File: config.mk
export PLATFORM = sky130hd
export DESIGN_NAME = wb_arbiter_flat
export DESIGN_NICKNAME = d
export VERILOG_FILES = /design/src/rtl/wb_pkg.sv /design/src/rtl/wb_arbiter_if.sv /design/src/rtl/rr_arb2.sv /design/src/rtl/wb_arbiter.sv /design/src/flat_wrapper.sv
export SDC_FILE = /design/constraint.sdc
export NUM_CORES = 1
export LEC_CHECK = 0
export BUFFER_PORTS_ARGS = -buffer_cell sky130_fd_sc_hd__buf_2
export CORE_UTILIZATION = 34
export DETAILED_ROUTE_END_ITERATION = 10
export PLACE_DENSITY = 0.75
export SYNTH_ARGS = -nofsm -noshare
export SYNTH_HDL_FRONTEND = slang
export SYNTH_SLANG_ARGS = --single-unit
File: constraint.sdc
create_clock -name clk -period 4.6 [get_ports clk]
set_input_delay 0.92 -clock clk [delete_from_list [all_inputs] [get_ports clk]]
set_output_delay 0.92 -clock clk [all_outputs]
set_load 0.01 [all_outputs]
File: src/rtl/wb_pkg.sv
// Shared constants and encodings for the write-back arbiter.
package wb_pkg;

    localparam int XLEN = 64;
    localparam int AW   = 5;

    typedef enum logic {
        PRI_MEM = 1'b0,
        PRI_ALU = 1'b1
    } pri_e;

    // Bit positions in request/grant vectors; also the debug source ids.
    localparam logic SRC_ALU = 1'b0;
    localparam logic SRC_MEM = 1'b1;

endpackage

File: src/rtl/wb_arbiter_if.sv
// Producer/register-file bundle seen by the write-back arbiter.
interface wb_arbiter_if #(
    parameter int XLEN  = wb_pkg::XLEN,
    parameter int AW    = wb_pkg::AW,
    parameter int CNT_W = 16
);
    logic             alu_valid;
    logic             alu_ready;
    logic [AW-1:0]    alu_rd;
    logic [XLEN-1:0]  alu_data;
    logic             mem_valid;
    logic             mem_ready;
    logic [AW-1:0]    mem_rd;
    logic [XLEN-1:0]  mem_data;
    logic             wen;
    logic [AW-1:0]    rd_addr;
    logic [XLEN-1:0]  write_data;
    logic [CNT_W-1:0] conflict_cnt;

    modport master (
        output alu_valid, alu_rd, alu_data, mem_valid, mem_rd, mem_data,
        input  alu_ready, mem_ready, wen, rd_addr, write_data, conflict_cnt
    );

    modport slave (
        input  alu_valid, alu_rd, alu_data, mem_valid, mem_rd, mem_data,
        output alu_ready, mem_ready, wen, rd_addr, write_data, conflict_cnt
    );

endinterface

File: src/rtl/rr_arb2.sv
// Two-request round-robin grant unit with a single priority flop.
//   state   | meaning
//   PRI_MEM | request SRC_MEM wins a tie
//   PRI_ALU | request SRC_ALU wins a tie
module rr_arb2
    import wb_pkg::*;
(
    input  logic       clk,
    input  logic       rst,
    input  logic [1:0] req_i,
    output logic [1:0] gnt_o
);

    pri_e state_q, state_d;

    always_ff @(posedge clk) begin
        if (rst) begin
            state_q <= PRI_MEM;
        end else begin
            state_q <= state_d;
        end
    end

    always_comb begin
        gnt_o   = 2'b00;
        state_d = state_q;
        if (!rst) begin
            if (req_i[SRC_ALU] && req_i[SRC_MEM]) begin
                if (state_q == PRI_ALU) begin
                    gnt_o[SRC_ALU] = 1'b1;
                end else begin
                    gnt_o[SRC_MEM] = 1'b1;
                end
            end else begin
                gnt_o = req_i;
            end
            // The winner yields the next tie to the other source.
            if (gnt_o[SRC_ALU]) begin
                state_d = PRI_MEM;
            end else if (gnt_o[SRC_MEM]) begin
                state_d = PRI_ALU;
            end
        end
    end

endmodule

File: src/rtl/wb_arbiter.sv
// Shares the register-file write port between the ALU and load stages;
// registered write outputs, x0 suppression and a saturating conflict counter.
module wb_arbiter
    import wb_pkg::*;
#(
    parameter int XLEN  = wb_pkg::XLEN,
    parameter int AW    = wb_pkg::AW,
    parameter int CNT_W = 16
) (
    input  logic         clk,
    input  logic         rst,
    wb_arbiter_if.slave  bus
);

    logic [1:0]       req;
    logic [1:0]       gnt;
    logic [AW-1:0]    sel_rd;
    logic [XLEN-1:0]  sel_data;

    logic             wen_q, wen_d;
    logic [AW-1:0]    rd_addr_q, rd_addr_d;
    logic [XLEN-1:0]  write_data_q, write_data_d;
    logic [CNT_W-1:0] cnt_q, cnt_d;

    assign req[SRC_ALU] = bus.alu_valid;
    assign req[SRC_MEM] = bus.mem_valid;

    rr_arb2 u_rr_arb2 (
        .clk   (clk),
        .rst   (rst),
        .req_i (req),
        .gnt_o (gnt)
    );

    assign bus.alu_ready    = gnt[SRC_ALU];
    assign bus.mem_ready    = gnt[SRC_MEM];
    assign bus.wen          = wen_q;
    assign bus.rd_addr      = rd_addr_q;
    assign bus.write_data   = write_data_q;
    assign bus.conflict_cnt = cnt_q;

    always_comb begin
        sel_rd   = bus.alu_rd;
        sel_data = bus.alu_data;
        if (gnt[SRC_MEM]) begin
            sel_rd   = bus.mem_rd;
            sel_data = bus.mem_data;
        end

        wen_d        = 1'b0;
        rd_addr_d    = rd_addr_q;
        write_data_d = write_data_q;
        if (|gnt) begin
            // x0 writes are consumed but never reach the register file.
            wen_d        = (sel_rd != '0);
            rd_addr_d    = sel_rd;
            write_data_d = sel_data;
        end

        cnt_d = cnt_q;
        if (bus.alu_valid && bus.mem_valid && (cnt_q != '1)) begin
            cnt_d = cnt_q + CNT_W'(1);
        end
    end

    always_ff @(posedge clk) begin
        if (rst) begin
            wen_q        <= 1'b0;
            rd_addr_q    <= '0;
            write_data_q <= '0;
            cnt_q        <= '0;
        end else begin
            wen_q        <= wen_d;
            rd_addr_q    <= rd_addr_d;
            write_data_q <= write_data_d;
            cnt_q        <= cnt_d;
        end
    end

endmodule

File: src/flat_wrapper.sv
// flat-port wrapper written by rule: the top's interface ports become plain ports
module wb_arbiter_flat import wb_pkg::*;
#(
    parameter int XLEN  = wb_pkg::XLEN,
    parameter int AW    = wb_pkg::AW,
    parameter int CNT_W = 16
)
  (clk, rst, bus_alu_valid, bus_alu_rd, bus_alu_data, bus_mem_valid, bus_mem_rd, bus_mem_data, bus_alu_ready, bus_mem_ready, bus_wen, bus_rd_addr, bus_write_data, bus_conflict_cnt);
  wb_arbiter_if #(.XLEN(XLEN), .AW(AW), .CNT_W(CNT_W)) bus_i ();
  input  logic clk;
  input  logic rst;
  input wire logic [$bits(bus_i.alu_valid)-1:0] bus_alu_valid;
  input wire logic [$bits(bus_i.alu_rd)-1:0] bus_alu_rd;
  input wire logic [$bits(bus_i.alu_data)-1:0] bus_alu_data;
  input wire logic [$bits(bus_i.mem_valid)-1:0] bus_mem_valid;
  input wire logic [$bits(bus_i.mem_rd)-1:0] bus_mem_rd;
  input wire logic [$bits(bus_i.mem_data)-1:0] bus_mem_data;
  output wire logic [$bits(bus_i.alu_ready)-1:0] bus_alu_ready;
  output wire logic [$bits(bus_i.mem_ready)-1:0] bus_mem_ready;
  output wire logic [$bits(bus_i.wen)-1:0] bus_wen;
  output wire logic [$bits(bus_i.rd_addr)-1:0] bus_rd_addr;
  output wire logic [$bits(bus_i.write_data)-1:0] bus_write_data;
  output wire logic [$bits(bus_i.conflict_cnt)-1:0] bus_conflict_cnt;
  assign bus_i.alu_valid = bus_alu_valid;
  assign bus_i.alu_rd = bus_alu_rd;
  assign bus_i.alu_data = bus_alu_data;
  assign bus_i.mem_valid = bus_mem_valid;
  assign bus_i.mem_rd = bus_mem_rd;
  assign bus_i.mem_data = bus_mem_data;
  assign bus_alu_ready = bus_i.alu_ready;
  assign bus_mem_ready = bus_i.mem_ready;
  assign bus_wen = bus_i.wen;
  assign bus_rd_addr = bus_i.rd_addr;
  assign bus_write_data = bus_i.write_data;
  assign bus_conflict_cnt = bus_i.conflict_cnt;
  wb_arbiter #(.XLEN(XLEN), .AW(AW), .CNT_W(CNT_W)) u_core (.clk(clk), .rst(rst), .bus(bus_i));
endmodule
After elaboration in Yosys (flattened, before gate mapping)
Index checks and enable logic that the tools add are counted.
{"block": "totals", "register_bits": 87, "output_inout_bits": 88, "elab_cells": 21, "input_bits": 142}
{"block": "classes", "n_mux": 7, "bitwise_logic": 1, "reduce_logical": 6, "n_eq_ne": 1, "add_sub_neg": 1}
{"cell": "two-way mux 64 bit", "count": 1}
{"cell": "adder 16 x 1 -> 16 bit (second input constant)", "count": 1}
{"cell": "!= test 16 bit (second input constant)", "count": 1}
{"cell": "two-way mux 2 bit", "count": 3}
{"cell": "OR reduction 2 bit", "count": 3}
{"cell": "two-way mux 5 bit", "count": 1}
{"cell": "nonzero test 5 bit", "count": 1}
{"cell": "logical AND 1 bit", "count": 2}
{"cell": "two-way mux 1 bit", "count": 2}
{"cell": "NOT 1 bit", "count": 1}

Longest topological paths before layout
Gate-level depths: netlist (run 1).
{"block": "logic_depth", "word_depth": 7, "ltp_mapped": 7, "mapped_depth_nobuf": 5}

Cells and area by module
A second synthesis (run 1) with hierarchy kept.
{"block": "hier_totals", "cells_unflattened": 491, "area_unflattened_um2": 4072.7}
{"mod": "wb_arbiter", "cells_per_inst": 485, "n_inst": 1, "area_each_um2": 4011.3, "seq_area_each_um2": 1721.7}
{"mod": "rr_arb2", "cells_per_inst": 6, "n_inst": 1, "area_each_um2": 61.3, "seq_area_each_um2": 20.0}

Worst setup path before layout (run 1)
No wires, ideal clock.
{"block": "synth_path", "path_type": "input -> output", "start": "input bus_mem_valid", "end": "output bus_alu_ready", "cell_stages": 4, "arrival_ns": 1.763, "setup_slack_ns": 1.917, "path_cell_list": "buf_2 > nor2b_1 > nor3b_2 > buf_2"}
{"block": "synth_between", "elab_chain_len": 4}
{"item": "start, declared", "line": "flat_wrapper.sv:15", "rtl": "input wire logic [$bits(bus_i.mem_valid)-1:0] bus_mem_valid;"}
{"item": "logical AND 1 bit", "line": "rr_arb2.sv:28", "rtl": "if (req_i[SRC_ALU] && req_i[SRC_MEM]) begin"}
{"item": "two-way mux 2 bit", "line": "rr_arb2.sv:28"}
{"item": "two-way mux 2 bit (2 in a row)", "line": "rr_arb2.sv:27", "rtl": "if (!rst) begin"}
{"item": "end, declared", "line": "flat_wrapper.sv:18", "rtl": "output wire logic [$bits(bus_i.alu_ready)-1:0] bus_alu_ready;"}
No other way between the ends. The select of a mux whose other input is x is not followed.

Worst setup path in the final report (run 1)
{"block": "layout_path", "start": "input rst", "end": "output bus_mem_ready"}
{"block": "layout_between", "elab_chain_len": 1}
{"item": "start, declared", "line": "flat_wrapper.sv:11", "rtl": "input logic rst;"}
{"item": "two-way mux 2 bit", "line": "rr_arb2.sv:27"}
{"item": "end, declared", "line": "flat_wrapper.sv:19", "rtl": "output wire logic [$bits(bus_i.mem_ready)-1:0] bus_mem_ready;"}
No other way between the ends.

==> qor.log, run 1 <==
INFO  run_status     outcome=complete, no violations
INFO  routing        drtIter0Drc=516
INFO  critical_path  timing.critical_path.fanout_max=28
INFO  routing        via_count=4142
INFO  yosys          post_syn_area=3621µm²
INFO  timing         post-route-min-period=2.683ns
INFO  final_layout   syn_to_final_growth=40.22%
INFO  routing        drt-wirelength-per-cell=14.65µm
INFO  place          gpl_congestion=0.7954
INFO  hold_path      worstHoldPathCells=2
INFO  critical_path  startpoint_type=input port
INFO  power          power_density=341.4nW/µm²
INFO  global_routing largest_net_degree_at_the_start_of_global_routing=88
INFO  timing         grt_setup_unrepaired=no
INFO  timing         slew_of_the_pin_with_the_lowest_slew_margin=1.055ns
INFO  yosys          synth_nets=550
INFO  final_layout   layout-drive-gt1-share=0.4226
INFO  floorplanning  i_o_pins=230
INFO  place          place.detailed.hpwl=7661µm
INFO  floorplanning  core-area=10320µm²
INFO  yosys          distinct_cell_type_count_of_the_synthesized_netlist=41
INFO  yosys          synth_sequential_area_ratio=0.4810
INFO  timing         final-max-slew-violation-count=0
INFO  routing        totalWireLength=11070µm
INFO  global_routing grt_pass1_vias=3614
INFO  hold_path      holdCritPathClass=reg2reg
INFO  floorplanning  design.die.area=11070µm²
INFO  clock_tree     clkSlewWorstSetupHoldPaths=0.08ns
INFO  yosys          synth_warnings=0
INFO  yosys          most_used_dff_post_synth=sky130_fd_sc_hd__dfxtp_1
INFO  clock_tree     clock_insertion_delay_worst_skew=0.35ns
INFO  critical_path  worstPathRequired=3.68ns
INFO  timing         achievable-frequency=372.8MHz
INFO  yosys          post_synth.cell_area_avg=8.897µm²
INFO  place          numPortBuffers=229
INFO  clock_tree     cts-buffers-inserted=9
INFO  timing         worst_clock_skew=0.002901ns
INFO  power          peak_supply_drop=0.0001761V
INFO  yosys          async_reset_ff_frac=0
INFO  floorplanning  die_width=105.2µm
INFO  floorplanning  floorplan.die.height=105.2µm
INFO  floorplanning  initial_utilization=0.3507
INFO  final_layout   filler_cell_count=978
INFO  clock_tree     cts_hold_repair_buffers=0
INFO  routing        detail-route-antenna-nets=0
INFO  routing        drt_pass1_iterations=9
INFO  clock_tree     post_cts_resized=0
INFO  clock_tree     post_cts_buffers=0
INFO  global_routing wire_length_of_the_first_global_routing_pass=17160µm
INFO  final_layout   diodes=0
INFO  timing         report.final.hold_viol_count=0
INFO  global_routing grt_usage=0.1927
INFO  global_routing gr-total-overflow=0
INFO  timing         setup-tns-final=0ns
INFO  floorplanning  rows=37
INFO  clock_tree     h_tree_lvl_count=3
INFO  timing         max-slew-margin-rel=0.2949
INFO  routing        drt-vias-per-instance=5.479
INFO  clock_tree     cts_root_buf=sky130_fd_sc_hd__clkbuf_8
INFO  flow_run       max_cap_violations=0
INFO  global_routing antenna_found_initial=0
INFO  clock_tree     maximum_clock_path_buffer_count=2
INFO  critical_path  worst_ep_arrival_time=1.76ns
INFO  power          leakagePower=2.406nW
INFO  critical_path  path_class=in2out
INFO  critical_path  end_kind=output port
INFO  clock_tree     clock-sinks=87
INFO  yosys          synthCells=407
INFO  timing         period_share=0.5832
INFO  timing         setup-violations-final=0
INFO  routing        post-route-drc-count=0
INFO  power          power.total=1.733mW
INFO  critical_path  rr_worst_depth=5
INFO  final_layout   finish.net_count=758
INFO  yosys          synth_seq_cells=87
INFO  yosys          synth_edf_count=0
INFO  clock_tree     cts_tree=built
cell usage in the layout, fill, tap and decap left out, drive strengths merged, types with 6 or more instances in the layout:
| cell | instances |
|---|---|
| a311oi | 26 |
| dfxtp | 87 |
| nor2 | 78 |
| o21ai | 8 |
| nand2 | 59 |
| clkbuf | 10 |
| or4 | 6 |
| or3 | 6 |
| a222oi | 43 |
| buf | 233 |
| nand3 | 7 |
| a21oi | 13 |
stage by stage:
step	setup slack (ns)	hold slack, ns	area, µm²	util	instances
finish	1.917	0.4985	5077	0.4918	756
CTS	1.920	0.5005	5077	0.4918	756
global placement	1.925	0.4776	4832	0.4681	740
floorplan	1.917	0.4632	3621	-	407
global route	1.825	0.5237	5077	0.4918	756
detailed placement	1.848	0.4869	4832	0.4681	740
kinds of logic (layout without fill, tap and decap cells):
kind of cell    Yosys count  after routing  synth area share
mux                       3              3          0.008639
buf+inv                  37            250           0.04215
compound gates           99             99            0.2329
flops                    87             87            0.4810
xor+xnor                  1              1          0.002419
fa+ha+maj                 1              1          0.003455
simple gates            179            179            0.2294
cell usage after synthesis (3+ instances only):
master / instances / area share
sky130_fd_sc_hd__nand3_1: 7 / 0.0097
sky130_fd_sc_hd__nor2_1: 78 / 0.081
sky130_fd_sc_hd__o21ai_0: 8 / 0.011
sky130_fd_sc_hd__nand2_1: 59 / 0.061
sky130_fd_sc_hd__nor3_1: 4 / 0.0055
sky130_fd_sc_hd__a311oi_1: 26 / 0.063
sky130_fd_sc_hd__dfxtp_1: 87 / 0.48
sky130_fd_sc_hd__or3_1: 6 / 0.010
sky130_fd_sc_hd__a21oi_1: 13 / 0.018
sky130_fd_sc_hd__o31ai_1: 3 / 0.0062
sky130_fd_sc_hd__buf_2: 7 / 0.0097
sky130_fd_sc_hd__or4_1: 6 / 0.012
sky130_fd_sc_hd__clkbuf_1: 26 / 0.027
sky130_fd_sc_hd__a222oi_1: 43 / 0.12
state kept, by name, summed over array words and instances, names as in the netlist:
| register | count |
|---|---|
| u_core.bus.write_data | 64 |
| u_core.bus.conflict_cnt | 16 |
| u_core.bus.rd_addr | 5 |
| u_core.bus.wen | 1 |
| u_core.u_rr_arb2.state_q | 1 |
report_power, final:
group          total (mW)  switching, mW  internal, mW
Clock               0.644          0.270         0.374
Combinational       0.268          0.144         0.124
Sequential          0.822         0.0246         0.798
worst paths after layout:
path	start	to	slack (ns)
setup / recovery	rst	bus_mem_ready	1.92
hold / removal	u_core.bus.write_data[15]	u_core.bus.write_data[15]	0.50
setup reg to reg	u_core.bus.conflict_cnt[0]	u_core.bus.conflict_cnt[6]	2.54
hold reg to reg	u_core.bus.write_data[15]	u_core.bus.write_data[15]	0.50
layer usage:
metal | GRT usage | up-vias | routed length [µm]
met2 | 0.3327 | 238 | 5443
met5 | 0 | - | 0
met1 | 0.2311 | 1928 | 4577
li1 | - | 1966 | -
met4 | 0.06841 | 0 | 111
met3 | 0.04679 | 10 | 942
final cells by class:
type	instances	area, µm²	share of cell area
inverter	1	3.754	0.0007393
sequential	87	1742	0.3430
clock inverter	6	107.6	0.02119
tap	136	170.2	0.03351
timing repair buffer	233	1176	0.2316
clock buffer	10	137.6	0.02711
multi-input combinational	283	1740	0.3428
critical path: stages:
cell                      delay (ns)
sky130_fd_sc_hd__buf_2          0.16
sky130_fd_sc_hd__a21oi_1        0.17
sky130_fd_sc_hd__nand2_1        0.07
sky130_fd_sc_hd__buf_4          0.22
sky130_fd_sc_hd__inv_2          0.08
sky130_fd_sc_hd__buf_2          0.12
No activity file was read; power rests on OpenSTA's default activity.
==> run 2: changes to the inputs <==
- ABC_AREA: default -> 1
- clock period: 4.6 -> 2.44 ns (I/O delays scaled with it)
==> run 2 against run 1 <==
Against the previous run:
- sequential power rose by 90%
- design area increased by 13%
- routed wire length increased by 13%
- largest power group unchanged
- clock skew is 0.0025 ns higher
- register-to-register slack worse by 1.9 ns
- combinational power increased by 120%
- critical path type is now reg2out
- clock power rose by 110%
==> qor.log, run 2 <==
INFO  clock_tree     post_cts_resized=0 [unchanged]
INFO  final_layout   finalNonFillerCells=996 [was 756]
INFO  timing         final_critical_path_setup_slack=0.5243ns [was 1.917 ns]
INFO  clock_tree     cts-buffers-inserted=9 [unchanged]
INFO  yosys          async_reset_ff_frac=0 [unchanged]
INFO  clock_tree     clkSlewWorstSetupHoldPaths=0.07ns [was 0.08 ns]
INFO  yosys          post_synth.cell_area_avg=6.622µm² [was 8.897 µm²]
INFO  timing         grt_setup_unrepaired=no [unchanged]
INFO  floorplanning  rows=40 [was 37]
INFO  clock_tree     cts_hold_repair_buffers=0 [unchanged]
INFO  timing         post-route-min-period=1.916ns
INFO  clock_tree     h_tree_lvl_count=3 [unchanged]
INFO  final_layout   multi_input_comb_area=1989µm² [was 1740 µm²]
INFO  yosys          post_syn_area=4185µm² [was 3621 µm²]
INFO  final_layout   most-common-layout-cells=sky130_fd_sc_hd__buf_2 (229), sky130_fd_sc_hd__nand2_1 (222), sky130_fd_sc_hd__dfxtp_1 (87) [was sky130_fd_sc_hd__buf_2 (229), sky130_fd_sc_hd__dfxtp_1 (87), sky130_fd_sc_hd__nor2_1 (77)]
INFO  flow_run       max_cap_violations=0 [unchanged]
INFO  critical_path  path_buf_inv=3 [was 4]
INFO  global_routing wire_length_of_the_first_global_routing_pass=20620µm [was 17160 µm]
INFO  clock_tree     maximum_clock_path_buffer_count=2 [unchanged]
INFO  timing         slew_of_the_pin_with_the_lowest_slew_margin=0.8629ns [was 1.055 ns]
INFO  final_layout   seq_area=1742µm² [unchanged]
INFO  floorplanning  i_o_pins=230 [unchanged]
INFO  place          numPlacedInstances=979 [was 740]
INFO  yosys          synth_edf_count=0 [unchanged]
INFO  routing        post-route-drc-count=0 [unchanged]
INFO  yosys          synth_sequential_area_ratio=0.4161 [was 0.4810]
INFO  floorplanning  die_width=113.0µm [was 105.2 µm]
INFO  timing         setup-violations-final=0 [unchanged]
INFO  floorplanning  core-area=12010µm² [was 10320 µm²]
INFO  timing         report.final.hold_viol_count=0 [unchanged]
INFO  place          gpl_congestion=0.8408 [was 0.7954]
INFO  timing         achievable-frequency=522.0MHz
INFO  timing         final-max-slew-violation-count=0 [unchanged]
INFO  critical_path  path_class=reg2out [was in2out]
INFO  place          place.detailed.hpwl=9136µm [was 7661 µm]
INFO  timing         max-slew-margin-rel=0.4247 [was 0.2949]
INFO  final_layout   most_common_cell_after_layout_fill_and_taps_aside=sky130_fd_sc_hd__buf_2 [unchanged]
INFO  critical_path  timing.critical_path.fanout_max=32 [was 28]
INFO  floorplanning  floorplan.die.height=113.0µm [was 105.2 µm]
INFO  routing        detail-route-antenna-nets=0 [unchanged]
INFO  routing        totalWireLength=12540µm [was 11070 µm]
INFO  place          detailedPlace.worstSlack=0.5178ns [was 1.848 ns]
INFO  critical_path  worstPathRequired=1.95ns [was 3.68 ns]
INFO  yosys          synth_top_area_share=0.4161 [was 0.4810]
INFO  global_routing antenna_found_initial=1 [was 0]
INFO  clock_tree     clock-sinks=87 [unchanged]
INFO  clock_tree     post_cts_buffers=0 [unchanged]
INFO  yosys          synth_warnings=0 [unchanged]
INFO  yosys          synth_seq_cells=87 [unchanged]
INFO  timing         period_share=0.7851
INFO  power          leakagePower=2.945nW [was 2.406 nW]
INFO  yosys          synth_common_cells=sky130_fd_sc_hd__nand2_1 (222), sky130_fd_sc_hd__dfxtp_1 (87), sky130_fd_sc_hd__inv_1 (70) [was sky130_fd_sc_hd__dfxtp_1 (87), sky130_fd_sc_hd__nor2_1 (78), sky130_fd_sc_hd__nand2_1 (59)]
INFO  yosys          distinct_cell_type_count_of_the_synthesized_netlist=26 [was 41]
INFO  final_layout   filler_cell_count=1299 [was 978]
INFO  floorplanning  design.die.area=12760µm² [was 11070 µm²]
INFO  routing        drt-vias-per-instance=4.695 [was 5.479]
INFO  power          peak_supply_drop=0.0002473V [was 0.0001761 V]
INFO  power          power_density=612.5nW/µm² [was 341.4 nW/µm²]
INFO  run_status     outcome=complete, no violations [unchanged]
INFO  clock_tree     cts_tree=built [unchanged]
INFO  routing        drt_pass1_iterations=5 [was 9]
INFO  floorplanning  initial_utilization=0.3484 [was 0.3507]
INFO  final_layout   finish.net_count=986 [was 758]
INFO  routing        drtIter0Drc=319 [was 516]
INFO  critical_path  end_kind=output port [unchanged]
INFO  global_routing largest_net_degree_at_the_start_of_global_routing=78 [was 88]
INFO  global_routing grt_usage=0.2019 [was 0.1927]
INFO  yosys          post-synth-top-count-cell=sky130_fd_sc_hd__nand2_1 [was sky130_fd_sc_hd__dfxtp_1]
INFO  place          numPortBuffers=229 [unchanged]
INFO  critical_path  max_stage_delay=0.32ns [was 0.22 ns]
INFO  critical_path  worst_ep_arrival_time=1.43ns [was 1.76 ns]
INFO  timing         setup-tns-final=0ns [unchanged]
INFO  critical_path  cell_breakdown_of_the_critical_path=nand2_1 -> inv_1 -> nor2_4 -> buf_12 -> buf_2 [was buf_2 -> a21oi_1 -> nand2_1 -> buf_4 -> inv_2 -> buf_2]
INFO  hold_path      holdCritPathClass=in2reg [was reg2reg]
INFO  timing         worst_clock_skew=0.005426ns [was 0.002901 ns]
INFO  yosys          most_used_dff_post_synth=sky130_fd_sc_hd__dfxtp_1 [unchanged]
INFO  clock_tree     cts_root_buf=sky130_fd_sc_hd__clkbuf_16 [was sky130_fd_sc_hd__clkbuf_8]
INFO  yosys          synthCells=632 [was 407]
INFO  critical_path  worst_path_max_delay_cell=sky130_fd_sc_hd__dfxtp_1 [was sky130_fd_sc_hd__buf_4]
INFO  critical_path  dominant_delay_contributor_by_cell_family_on_the_critical_path=buffers and inverters [unchanged]
INFO  final_layout   layout-drive-gt1-share=0.3160 [was 0.4226]
INFO  yosys          synth_nets=775 [was 550]
INFO  final_layout   largest_reg_flops=64 [unchanged]
INFO  yosys          synth.top_cells.by_area=sky130_fd_sc_hd__dfxtp_1 (42%), sky130_fd_sc_hd__nand2_1 (20%), sky130_fd_sc_hd__nand3_1 (6.8%) [was sky130_fd_sc_hd__dfxtp_1 (48%), sky130_fd_sc_hd__a222oi_1 (12%), sky130_fd_sc_hd__nor2_1 (8.1%)]
INFO  final_layout   syn_to_final_growth=37.52% [was 40.22%]
INFO  routing        via_count=4676 [was 4142]
INFO  yosys          post-synth-top-area-cell=sky130_fd_sc_hd__dfxtp_1 [unchanged]
INFO  clock_tree     clock_insertion_delay_worst_skew=0.33ns [was 0.35 ns]
INFO  routing        drt-wirelength-per-cell=12.59µm [was 14.65 µm]
INFO  global_routing grt_pass1_vias=4346 [was 3614]
INFO  global_routing gr-total-overflow=0 [unchanged]
INFO  critical_path  startpoint_type=flip-flop [was input port]
-- run 2: cell types whose count changed in the layout (fill, tap and decap cells not counted), sizes merged, moves of 4 or more --
cell    previous run  this run
a21oi             13        34
a222oi            43         0
a311oi            26         0
a31oi              0        43
buf              233       241
inv                1        72
nand2             59       223
nand3              7        57
nor2              78        31
nor4               4         0
o21ai              8        32
or3                6         0
or4                6         0
-- run 2: power breakdown --
group          internal [mW]  total [mW]  switching [mW]
registers               1.51        1.56          0.0451
logic                  0.257       0.599           0.342
clock network          0.795        1.37           0.574
-- run 2: worst register-to-register path: stages, from the launching register on --
cell	delay (ns)
sky130_fd_sc_hd__dfxtp_1	0.40
sky130_fd_sc_hd__ha_1	0.24
sky130_fd_sc_hd__nand2_1	0.07
sky130_fd_sc_hd__nor2_1	0.16
sky130_fd_sc_hd__nand2_1	0.12
sky130_fd_sc_hd__inv_1	0.08
sky130_fd_sc_hd__nand2_1	0.08
sky130_fd_sc_hd__nand2_1	0.35
sky130_fd_sc_hd__nand2_1	0.09
sky130_fd_sc_hd__a21oi_1	0.16
-- run 2: cell families (layout without fill, tap and decap cells) --
family / count (synthesis) / after routing / share of synthesized area
AOI/OAI and AO/OA: 109 / 109 / 0.1495
xor gates and xnor gates: 6 / 6 / 0.01256
adders and majority gates: 1 / 1 / 0.002989
buffers and inverters: 112 / 328 / 0.1121
DFF: 87 / 87 / 0.4161
other: 0 / 1 / 0
and+or+nand+nor: 317 / 317 / 0.3067
-- run 2: per-layer routing --
metal	up-vias	wire [µm]	global-route usage
met5	-	0	0
met4	0	242	0.08509
met3	16	785	0.04231
met2	174	6126	0.3506
met1	2042	5382	0.2424
li1	2444	-	-
-- run 2: final cells by class --
class                           instances  area share
Antenna cell                            1   0.0004348
Clock buffer                            9     0.03913
Clock inverter                          7     0.01261
Inverter                               71     0.04630
Multi-Input combinational cell        433      0.3457
Sequential cell                        87      0.3026
Tap cell                              147     0.03196
Timing Repair Buffer                  241      0.2213
-- run 2: per-stage QoR --
| step | instance area (µm²) | hold WS (ns) | total power [mW] | utilization |
|---|---|---|---|---|
| final | 5756 | 0.4176 | 3.525 | 0.4792 |
| after floorplan | 4185 | 0.4871 | 1.909 | - |
| after global routing | 5756 | 0.4108 | 3.725 | 0.4792 |
| after detailed placement | 5455 | 0.4645 | 2.193 | 0.4542 |
| after CTS | 5753 | 0.3981 | 3.586 | 0.4790 |
| after global placement | 5455 | 0.4622 | 2.187 | 0.4542 |
-- run 2: path summary, 6_finish.rpt --
path	slack, ns	end	from	depth (start not counted)
min	0.42	u_core.bus.write_data[41]	bus_mem_data[41]	3
min reg2reg	0.47	u_core.bus.write_data[37]	u_core.bus.write_data[37]	2
max	0.52	bus_mem_ready	u_core.u_rr_arb2.state_q	5
max reg2reg	0.61	u_core.bus.conflict_cnt[1]	u_core.bus.conflict_cnt[0]	9
==> run 3: changes to the inputs <==
- ABC_AREA: 1 -> 0
- clock period: 2.44 -> 1.77 ns (I/O delays scaled with it)
==> run 3 against run 2 <==
Against the previous run:
- sequential power rose by 37%
- sequential share of layout area is 2.7 points higher
- utilization increased by 3.4 points
- via count shrank 11%
- worst setup slack lost 0.42 ns
- combinational power rose by 28%
- critical path type unchanged
- highest routed layer unchanged
==> qor.log, run 3 (synthesis gave the netlist of run 1 again) <==
INFO  run_status     outcome=complete, no violations [unchanged]
INFO  timing         period_share=0.9439
INFO  timing         achievable-frequency=598.6MHz
INFO  timing         grt_setup_unrepaired=no [unchanged]
INFO  floorplanning  design.die.area=11070µm² [was 12760 µm²]
INFO  hold_path      worstHoldPathCells=3 [unchanged]
INFO  routing        drt-wirelength-per-cell=14.87µm [was 12.59 µm]
INFO  clock_tree     clkSlewWorstSetupHoldPaths=0.08ns [was 0.07 ns]
INFO  clock_tree     cts_root_buf=sky130_fd_sc_hd__clkbuf_8 [was sky130_fd_sc_hd__clkbuf_16]
INFO  routing        detail-route-antenna-nets=0 [unchanged]
INFO  final_layout   finalNonFillerCells=778 [was 996]
INFO  place          gpl_congestion=0.8630 [was 0.8408]
INFO  power          leakagePower=2.525nW [was 2.945 nW]
INFO  critical_path  end_kind=output port [unchanged]
INFO  final_layout   most-common-layout-cells=sky130_fd_sc_hd__buf_2 (229), sky130_fd_sc_hd__dfxtp_1 (84), sky130_fd_sc_hd__nor2_1 (77) [was sky130_fd_sc_hd__buf_2 (229), sky130_fd_sc_hd__nand2_1 (222), sky130_fd_sc_hd__dfxtp_1 (87)]
INFO  power          peak_supply_drop=0.0003743V [was 0.0002473 V]
INFO  critical_path  cell_breakdown_of_the_critical_path=nor2b_1 -> nor3b_4 -> buf_12 -> buf_2 [was nand2_1 -> inv_1 -> nor2_4 -> buf_12 -> buf_2]
INFO  timing         max-slew-margin-rel=0.6938 [was 0.4247]
INFO  floorplanning  core-area=10320µm² [was 12010 µm²]
INFO  hold_path      holdCritPathClass=in2reg [unchanged]
INFO  floorplanning  die_width=105.2µm [was 113.0 µm]
INFO  flow_run       max_cap_violations=0 [unchanged]
INFO  timing         setup-tns-final=0ns [unchanged]
INFO  critical_path  worst_path_max_delay_cell=sky130_fd_sc_hd__dfxtp_1 [unchanged]
INFO  critical_path  r2r_setup_slack=0.12ns [was 0.61 ns]
INFO  critical_path  max_stage_delay=0.35ns [was 0.32 ns]
INFO  timing         worst_clock_skew=0.006907ns [was 0.005426 ns]
INFO  final_layout   most_common_cell_after_layout_fill_and_taps_aside=sky130_fd_sc_hd__buf_2 [unchanged]
INFO  final_layout   finish.net_count=781 [was 986]
INFO  critical_path  r2r-end=u_core.bus.conflict_cnt[14] [was u_core.bus.conflict_cnt[1]]
INFO  timing         report.final.hold_viol_count=0 [unchanged]
INFO  routing        drt-vias-per-instance=5.342 [was 4.695]
INFO  floorplanning  initial_utilization=0.3507 [was 0.3484]
INFO  timing         post-route-min-period=1.671ns
INFO  global_routing grt_usage=0.1993 [was 0.2019]
INFO  critical_path  startpoint_type=flip-flop [unchanged]
INFO  final_layout   syn_to_final_growth=46.34% [was 37.52%]
INFO  place          numPlacedInstances=758 [was 979]
INFO  timing         slew_of_the_pin_with_the_lowest_slew_margin=0.4593ns [was 0.8629 ns]
INFO  critical_path  worst_ep_arrival_time=1.32ns [was 1.43 ns]
INFO  routing        drtIter0Drc=515 [was 319]
INFO  final_layout   layout-drive-gt1-share=0.4502 [was 0.3160]
INFO  place          place.detailed.hpwl=8064µm [was 9136 µm]
INFO  floorplanning  i_o_pins=230 [unchanged]
INFO  timing         setup-violations-final=0 [unchanged]
INFO  routing        via_count=4156 [was 4676]
INFO  critical_path  r2r-start=u_core.bus.conflict_cnt[1] [was u_core.bus.conflict_cnt[0]]
INFO  clock_tree     h_tree_lvl_count=3 [unchanged]
INFO  clock_tree     maximum_clock_path_buffer_count=2 [unchanged]
INFO  routing        totalWireLength=11570µm [was 12540 µm]
INFO  place          numPortBuffers=229 [unchanged]
INFO  routing        post-route-drc-count=0 [unchanged]
INFO  critical_path  rr_worst_depth=5 [was 9]
INFO  clock_tree     cts_tree=built [unchanged]
INFO  routing        drt_pass1_iterations=6 [was 5]
INFO  floorplanning  floorplan.die.height=105.2µm [was 113.0 µm]
INFO  critical_path  worstPathRequired=1.42ns [was 1.95 ns]
INFO  hold_path      holdCritStartpoint=bus_alu_data[57] [was bus_mem_data[41]]
INFO  global_routing wire_length_of_the_first_global_routing_pass=17880µm [was 20620 µm]
INFO  timing         final-max-slew-violation-count=0 [unchanged]
INFO  clock_tree     cts-buffers-inserted=9 [unchanged]
INFO  final_layout   largest_reg_flops=64 [unchanged]
INFO  floorplanning  rows=37 [was 40]
INFO  final_layout   diodes=0 [was 1]
INFO  power          power_density=773.2nW/µm² [was 612.5 nW/µm²]
INFO  clock_tree     clock-sinks=87 [unchanged]
INFO  global_routing gr-total-overflow=0 [unchanged]
INFO  critical_path  timing.critical_path.fanout_max=8 [was 32]
INFO  global_routing largest_net_degree_at_the_start_of_global_routing=49 [was 78]
INFO  clock_tree     clock_insertion_delay_worst_skew=0.35ns [was 0.33 ns]
INFO  power          power.total=4.097mW [was 3.525 mW]
INFO  global_routing grt_pass1_vias=3835 [was 4346]
INFO  critical_path  path_class=reg2out [unchanged]
INFO  hold_path      hold_end=u_core.bus.write_data[57] [was u_core.bus.write_data[41]]
INFO  global_routing antenna_found_initial=0 [was 1]
==> run 3: how the worst max path moves through the flow <==
stage,endpoint,startpoint,slack (ns)
2_1_floorplan,u_core.bus.conflict_cnt[7],u_core.bus.conflict_cnt[0],0.14
3_3_place_gp,u_core.bus.conflict_cnt[7],u_core.bus.conflict_cnt[1],0.12
3_5_place_dp,u_core.bus.conflict_cnt[7],u_core.bus.conflict_cnt[1],0.03
4_1_cts,bus_alu_ready,u_core.u_rr_arb2.state_q,0.01
5_1_grt,u_core.bus.conflict_cnt[5],u_core.bus.conflict_cnt[3],0.02
6_report,bus_alu_ready,u_core.u_rr_arb2.state_q,0.1
==> run 3: critical path: cells and delay by family, from the launching register on <==
| family | cells | cell delay (ns) |
|---|---|---|
| buffers and inverters | 2 | 0.29 |
| flip-flops | 1 | 0.35 |
| AND/OR/NAND/NOR | 2 | 0.33 |
==> run 3: where the power goes <==
group	switching (mW)	leakage, nW	internal (mW)
combinational	0.392	1.72	0.375
clock	0.663	0.0850	0.534
sequential	0.0600	0.716	2.07
==> run 3: repair_timing <==
action,in CTS,in global routing
pin swaps,1,3
endpoints found under the hold margin,0,0
resized for setup,0,6
cloned,1,1
endpoints found under the setup margin,1,12
hold buffers,0,0
setup buffers,1,2
==> run 3: layer usage <==
layer	track usage	vias up	part of all wire
li1	-	2007	-
met1	0.2473	1909	0.43
met2	0.3360	227	0.48
met3	0.04616	13	0.080
met4	0.07042	0	0.0098
met5	0	-	0
==> run 3: final cells by class <==
cell class              count  area, µm²
multi-input cells         283       1749
fillers                   978       5025
clock inverters             4      22.52
well taps                 136      170.2
repair buffers            256       1466
clock buffers              11      141.4
flip-flops and latches     87       1745
inverters                   1      3.754
==> run 3: through the flow <==
stage / util / hold WS [ns] / cell area [µm²] / setup WS (ns)
after detailed placement: 0.4884 / 0.4859 / 5042 / 0.03018
after global placement: 0.4884 / 0.4725 / 5042 / 0.1231
after floorplan: - / 0.4632 / 3621 / 0.1424
after global routing: 0.5133 / 0.2469 / 5299 / 0.01550
final: 0.5133 / 0.2586 / 5299 / 0.09930
after CTS: 0.5082 / 0.2356 / 5246 / 0.01136
